===== src/rtl/nrisc_ifetch_queue.sv =====
// nrisc_ifetch_queue: NRISC instruction-fetch controller with a DEPTH-entry prefetch queue.
// Owns the fetch PC, issues pipelined word reads on IDATA (req/gnt/rvalid) and presents
// the head instruction plus its PC to the core, which consumes, holds or redirects.
// Optional build macro NRISC_IFQ_BYPASS_EN: when the queue is empty, an accepted read
// response is forwarded combinationally to the core in the same cycle.
module nrisc_ifetch_queue #(
   parameter int              IW        = 16,
   parameter int              AW        = 16,
   parameter int              DEPTH     = 4,
   parameter logic [AW-1:0]   RESET_VEC = '0,
   parameter logic [IW-1:0]   NOP_WORD  = '0
) (
   input  logic               clk,
   input  logic               rst,
   input  logic [1:0]         CORE_PC_ctrl,
   input  logic [AW-1:0]      CORE_target,
   output logic [IW-1:0]      CORE_InstructionIN,
   output logic [AW-1:0]      CORE_instr_pc,
   output logic               CORE_instr_valid,
   output logic [AW-1:0]      IDATA_addr,
   output logic               IDATA_req,
   input  logic               IDATA_gnt,
   input  logic [IW-1:0]      IDATA_CORE_out,
   input  logic               IDATA_rvalid
);

   localparam int PW  = $clog2(DEPTH);
   localparam int CW  = PW + 1;
   localparam int CW1 = CW + 1;
   // drop can exceed DEPTH after back-to-back redirects against a slow memory
   localparam int DW  = PW + 4;

   logic [AW-1:0] fpc;
   logic [IW-1:0] q_data  [DEPTH];
   logic [AW-1:0] q_pc    [DEPTH];
   logic [AW-1:0] tag_mem [DEPTH];
   logic [PW-1:0] q_rd, q_wr, t_rd, t_wr;
   logic [CW-1:0] count, outstanding;
   logic [DW-1:0] drop;

   logic redirect, issue, resp_live, resp_drop, q_empty, pop, push, byp;

   // issue credit, response classification and queue push/pop decisions
   always_comb begin
      redirect  = CORE_PC_ctrl[1];
      q_empty   = (count == '0);
      IDATA_req = rst && !redirect &&
                  (({1'b0, count} + {1'b0, outstanding}) < CW1'(DEPTH));
      IDATA_addr = fpc;
      issue     = IDATA_req && IDATA_gnt;
      resp_live = IDATA_rvalid && (drop == '0);
      resp_drop = IDATA_rvalid && (drop != '0);
      pop       = !redirect && (CORE_PC_ctrl == 2'b00) && !q_empty;
`ifdef NRISC_IFQ_BYPASS_EN
      byp       = !redirect && q_empty && resp_live;
      // a forwarded word consumed in the same cycle never enters the queue
      push      = !redirect && resp_live && !(byp && (CORE_PC_ctrl == 2'b00));
`else
      byp       = 1'b0;
      push      = !redirect && resp_live;
`endif
   end

   // head-of-queue presentation to the core, NOP_WORD / pc 0 when nothing is valid
   always_comb begin
      CORE_instr_valid   = !q_empty;
      CORE_InstructionIN = q_empty ? NOP_WORD : q_data[q_rd];
      CORE_instr_pc      = q_empty ? '0 : q_pc[q_rd];
      if (byp) begin
         CORE_instr_valid   = 1'b1;
         CORE_InstructionIN = IDATA_CORE_out;
         CORE_instr_pc      = tag_mem[t_rd];
      end
   end

   // fetch PC, pointers and occupancy counters; redirect outranks any push/pop
   always_ff @(posedge clk) begin
      if (!rst) begin
         fpc         <= RESET_VEC;
         q_rd        <= '0;
         q_wr        <= '0;
         t_rd        <= '0;
         t_wr        <= '0;
         count       <= '0;
         outstanding <= '0;
         drop        <= '0;
      end else if (redirect) begin
         fpc         <= CORE_PC_ctrl[0] ? RESET_VEC : CORE_target;
         q_rd        <= '0;
         q_wr        <= '0;
         t_rd        <= '0;
         t_wr        <= '0;
         count       <= '0;
         outstanding <= '0;
         // every read still in flight after this edge returns stale data
         drop        <= DW'(outstanding) + drop - DW'(IDATA_rvalid);
      end else begin
         if (issue) begin
            fpc  <= fpc + 1'b1;
            t_wr <= t_wr + 1'b1;
         end
         if (resp_live) t_rd <= t_rd + 1'b1;
         if (resp_drop) drop <= drop - 1'b1;
         if (push)      q_wr <= q_wr + 1'b1;
         if (pop)       q_rd <= q_rd + 1'b1;
         outstanding <= outstanding + CW'(issue) - CW'(resp_live);
         count       <= count + CW'(push) - CW'(pop);
      end
   end

   // storage arrays: tag of each issued read, then data+tag of each queued word
   always_ff @(posedge clk) begin
      if (rst && !redirect && issue) tag_mem[t_wr] <= fpc;
      if (rst && push) begin
         q_data[q_wr] <= IDATA_CORE_out;
         q_pc[q_wr]   <= tag_mem[t_rd];
      end
   end

   // issue credit must make a push into a full queue impossible
   a_no_overflow: assert property (@(posedge clk) disable iff (!rst) push |-> (count < CW'(DEPTH)));

endmodule


===== config.mk =====
export PLATFORM = sky130hd
export DESIGN_NAME = nrisc_ifetch_queue
export DESIGN_NICKNAME = d
export VERILOG_FILES = /design/src/rtl/nrisc_ifetch_queue.sv
export SDC_FILE = /design/constraint.sdc
export NUM_CORES = 1
export LEC_CHECK = 0
export BUFFER_PORTS_ARGS = -buffer_cell sky130_fd_sc_hd__buf_2
export CORE_MARGIN = 2
export CORE_UTILIZATION = 50
export CTS_BUF_LIST = sky130_fd_sc_hd__clkbuf_4 sky130_fd_sc_hd__clkbuf_8
export DETAILED_ROUTE_END_ITERATION = 6
export PLACE_DENSITY = 0.75
export SLEW_MARGIN = 20
export SYNTH_ARGS = -nofsm -noshare
export SYNTH_HDL_FRONTEND = slang
export SYNTH_SLANG_ARGS = --single-unit

===== constraint.sdc =====
create_clock -name clk -period 3.1 [get_ports clk]
set_input_delay 0.62 -clock clk [delete_from_list [all_inputs] [get_ports clk]]
set_output_delay 0.62 -clock clk [all_outputs]
set_load 0.02 [all_outputs]

=== Word level (Yosys, flattened, before mapping) ===
Memories as Yosys holds them, arrays and structs flattened. A register that Yosys moved wholly into a read port is not among the register bits.
Cells that the tools add are included.

* Bitwise operators: 1
* Add/subtract/negate cells: 13
* Muxes and demuxes: 17
* Reductions and logical operators: 19
* Magnitude comparators: 1

{| class="wikitable"
|+ Operator list
! cell !! count
|-
| two-way mux 16 bit || 5
|-
| adder 16 x 1 -> 16 bit, second input constant || 1
|-
| two-way mux 2 bit || 6
|-
| two-way mux 6 bit || 2
|-
| logical AND 1 bit || 10
|-
| adder 2 x 1 -> 2 bit, second input constant || 4
|-
| adder 3 x 1 -> 3 bit || 2
|-
| adder 3 x 6 -> 6 bit || 1
|-
| zero test 6 bit || 1
|-
| nonzero test 6 bit || 1
|-
| subtractor 3 x 1 -> 3 bit || 2
|-
| subtractor 6 x 1 -> 6 bit || 1
|-
| subtractor 6 x 1 -> 6 bit, second input constant || 1
|-
| adder 3 x 3 -> 4 bit || 1
|-
| < comparator 4 x 3 -> 1 bit, second input constant || 1
|-
| two-way mux 1 bit || 4
|-
| nonzero test 2 bit || 2
|-
| zero test 3 bit || 1
|-
| zero test 1 bit || 2
|-
| zero test 2 bit || 1
|-
| OR reduction 2 bit || 1
|-
| inverter 1 bit || 1
|}

* Flip-flop bits (word level): 36
* Output and inout port bits: 50
* Bits in writable memories: 192
* Memories: 3

{| class="wikitable"
|+ Memory list
! memory !! depth !! bits a word !! rd ports !! clocked after memory_dff !! wr ports !! line !! RTL
|-
| q_data || 4 || 16 || 1 || 1 || 1 || 34 || <nowiki>logic [IW-1:0] q_data [DEPTH];</nowiki>
|-
| q_pc || 4 || 16 || 1 || 1 || 1 || 35 || <nowiki>logic [AW-1:0] q_pc [DEPTH];</nowiki>
|-
| tag_mem || 4 || 16 || 1 || 1 || 1 || 36 || <nowiki>logic [AW-1:0] tag_mem [DEPTH];</nowiki>
|}

=== Longest topological paths before layout ===
* Word-level depth: 7
* Gate-level depth with buffers: 13

=== Least setup slack after synthesis ===
OpenSTA, ideal clock, no wires.

* Kind: register to register
* Start point: register count[2]
* End point: register outstanding[2]
* Data arrival time: 2,652 ps
* Cell stages (with the launch flop): 13
* Buffers on the path: 0
* Clock period less this slack: 2,779 ps
* Required time: 2,972 ps
* Path slack: 321 ps
* Cell sequence: dfxtp_1 -> ha_1 -> or4b_4 -> nor3_4 -> inv_4 -> ha_1 -> inv_1 -> ha_1 -> inv_1 -> fa_1 -> xnor2_1 -> xnor2_1 -> nor2_1

* Cells in the longest elaborated chain, start to end: 6

{| class="wikitable"
|+ RTL lines
! element !! line !! RTL
|-
| start: declaration || 38 || <nowiki>logic [CW-1:0] count, outstanding;</nowiki>
|-
| start signal: assignment || 107 || <nowiki>count <= count + CW'(push) - CW'(pop);</nowiki>
|-
| adder 3 x 3 -> 4 bit || 48 || <nowiki>(({1'b0, count} + {1'b0, outstanding}) < CW1'(DEPTH));</nowiki>
|-
| < comparator 4 x 3 -> 1 bit || 48 ||
|-
| logical AND 1 bit || 47 || <nowiki>IDATA_req = rst && !redirect &&</nowiki>
|-
| logical AND 1 bit || 50 || <nowiki>issue = IDATA_req && IDATA_gnt;</nowiki>
|-
| adder 3 x 1 -> 3 bit || 106 || <nowiki>outstanding <= outstanding + CW'(issue) - CW'(resp_live);</nowiki>
|-
| subtractor 3 x 1 -> 3 bit || 106 ||
|-
| end signal: assignment || 106 ||
|-
| end: declaration || 38 ||
|}

Every way passes these cells.
A chain may end at the register's enable or synchronous reset.

=== Worst setup path in the final report ===
Ends and elaborated chain as after synthesis.

==> impl_metrics.ini <==
[synth]
synthArstFlopShare_pct = 0
synth_edf_count = 192
yosys.area.top_type = edfxtp_1
synth.area.top_cells = edfxtp_1 (60%), mux4_2 (11%), dfxtp_1 (8.4%)
synth_seq_area_share_pct = 68.7
netlist_area_sq_mm = 0.00956
yosysTopAreaCellShare_pct = 60.3
syn_avg_cell_area_sq_um = 16.7
ys_types = 38
ys_ff_latch = 232
synthCells = 574
syn_nets = 642
yosys_warnings = 0
synth_ff_type = edfxtp_1

[floorplanning]
dieArea_sq_mm = 0.0202
dieHeight_microns = 142
die_w_microns = 142
initial_core_util_pct = 51.1
ios = 88
core_area_sq_mm = 0.0187
rows = 50

[drt]
antenna_left = 0
wl_per_cell_microns = 17.8
wl_mm = 17.0
vias_per_cell = 5.40
via_count = 5150
dr.pass1.iters = 4
drt_iter0_drc = 308
drc = 0

[critical_path]
r2r_cells = 12
cp.arrival_ns = 3.20
critPathMaxFanout = 7
rrSetupSlack_ns = 0.30
crit_path_start = count[2]
worstSetupPathType = reg2reg
worstSetupStartpointType = flip-flop
required_ns = 3.49
crit_end = outstanding[2]
reg2reg_to = outstanding[2]
rr_startpoint = count[2]
worst_setup_path_end_kind = flip-flop

[power_and_ir_drop]
power_density_mw_per_mm2 = 631
ir_worst_vdd_uv = 467
p_sw_share_pct = 23.5
power_frac_clock_pct = 37.5
switchingPower_w = 0.00164
leakagePower_nw = 4.04
combPwrFrac_pct = 12.1
p_int_w = 0.00536
p_seq_share_pct = 50.4
power_w = 0.00701

[sta]
slew_headroom_pct = 49.5
finalSetupViolCount = 0
clock_skew_ns = 0.0276
tightest_slew_ns = 0.756
final_max_slew_viol_count = 0
finalCritPeriodShare_pct = 90.4
timing.final.ws_setup_ns = 0.299
rsz0062_at_grt = no
timing.hold.ws_ns = 0.289
setup_tns_ns = 0
fmaxAchievable_ghz = 0.357
finalCriticalPeriod_ns = 2.80
finalHoldViolCount = 0

[cts]
root_buffer = clkbuf_8
cts_tree = yes
ctsResizeCount = 0
clkLatencyLatePin_ns = 0.53
cts_setup_buffers = 0
numCtsBuffers = 37
hold_buffers = 0
clk_path_buf_depth = 3
cts_max_level = 2
cts_sinks = 232
clk_pin_slew_ns = 0.07

[grt]
antenna_found_initial = 0
grt_max_degree = 34
grt_usage_pct = 17.4
grt_overflow = 0
grt_pass1_wl_mm = 27.2
grt_pass1_vias = 5390

[final_layout]
post_route_cells_drive_above_1_share_pct = 30.3
area_delta_synth_final_pct = 16.1
nets = 762
n_antenna_cell = 0
instances_no_fill = 953
fillers = 1404
seq_area_sq_mm = 0.00657
multiInputGateArea_sq_mm = 0.00279

[placed_design]
gp_congestion = 0.838
numPortBuffers = 87
place_ws_ns = 0.227
place_inst = 889
dp_hpwl_mm = 10.9

[flow_run]
max_cap_violations = 0

[worst_hold_path]
hp-class = in2reg

[status]
outcome = complete, no violations
state kept, by name, indices dropped and copies added, names as in the netlist, named ones only:
name and count:
t_rd 2, count 3, drop 6, q_pc 64
q_rd 2, q_data 64, IDATA_addr 16, outstanding 3
q_wr 2, tag_mem 64, t_wr 2
metal layers:
metal  vias to the layer above  global-route usage (%)  share of wire, %
met5                         -                       0                 0
met4                         0                    5.11               1.5
met3                        23                    4.04               5.6
met2                       154                    29.6                50
met1                      2563                    22.4                43
li1                       2410                       -                 -
cells in the final DEF (no fill, tap or decap), types with 13 or more instances in the layout:
master	instances
ha_1	27
nor2_1	19
inv_1	30
edfxtp_1	192
xnor2_1	24
nand2_1	35
buf_4	16
o21ai_0	18
buf_2	87
nor2b_1	35
mux4_2	48
and2_1	13
clkbuf_8	41
dfxtp_1	39
through the flow:
step / area [sq um] / utilization (%)
finish: 11100 / 59.3
global route: 11100 / 59.3
CTS: 11100 / 59.3
detailed placement: 10300 / 55.3
global placement: 10300 / 55.3
floorplan: 9560 / -
critical path: stages, from the launching register on:
cell and delay (ns):
dfxtp_1 0.34, ha_1 0.32, or4b_4 0.51, nor3_4 0.18
inv_4 0.09, ha_1 0.29, inv_1 0.06, ha_1 0.13
inv_1 0.05, fa_1 0.37, xnor2_1 0.17, xnor2_1 0.13
nor2_1 0.05
layout make-up:
class,count,share of cell area (%)
Tap cell,234,2.64
Timing Repair Buffer,104,5.18
Inverter,31,1.07
Multi-Input combinational cell,288,25.1
Clock inverter,13,1.07
Clock buffer,51,5.76
Sequential cell,232,59.2
cell usage after synthesis (all sizes together) (2+ instances only):
library cell,number
xnor2,24
buf,5
nor3,7
and3,6
a21o,2
inv,31
nand3,3
ha,27
edfxtp,192
and2,13
a21oi,8
nor2,19
o21ai,20
nand2,35
and4,2
clkbuf,18
fa,3
nor4,2
mux4,48
a211oi,2
dfxtp,40
xor2,6
or3,2
nand2b,2
nand4,7
a211o,2
o211a,6
nor2b,35
power groups by stage:
stage / sequential (W) / combinational [W] / clock [W]
final: 0.00353 / 0.000847 / 0.00263
after global routing: 0.00354 / 0.000961 / 0.00283
after CTS: 0.00353 / 0.000856 / 0.00269
after detailed placement: 0.00360 / 0.000850 / 0
after global placement: 0.00359 / 0.000815 / 0
after floorplan: 0.00359 / 0.000628 / 0
cells by family after synthesis:
kind of cell               after synthesis  share of synthesized area, %
DFF                                    232                          68.7
xor gates and xnor gates                30                          2.75
muxes                                   49                          11.4
and+or+nand+nor                        136                          7.97
AOI/OAI and AO/OA                       43                          2.81
adders and majority gates               30                          4.16
buffers and inverters                   54                          2.21
worst min path at each step:
stage,start,endpoint,cells past startpoint
after detailed placement,t_wr[1],t_wr[1],2
after global routing,IDATA_CORE_out[8],q_data[0][8],1
after global placement,t_wr[1],t_wr[1],2
final,CORE_target[2],IDATA_addr[2],3
after floorplan,t_wr[1],t_wr[1],2
after CTS,CORE_target[2],IDATA_addr[2],3
(Power assumes the default switching activity.)
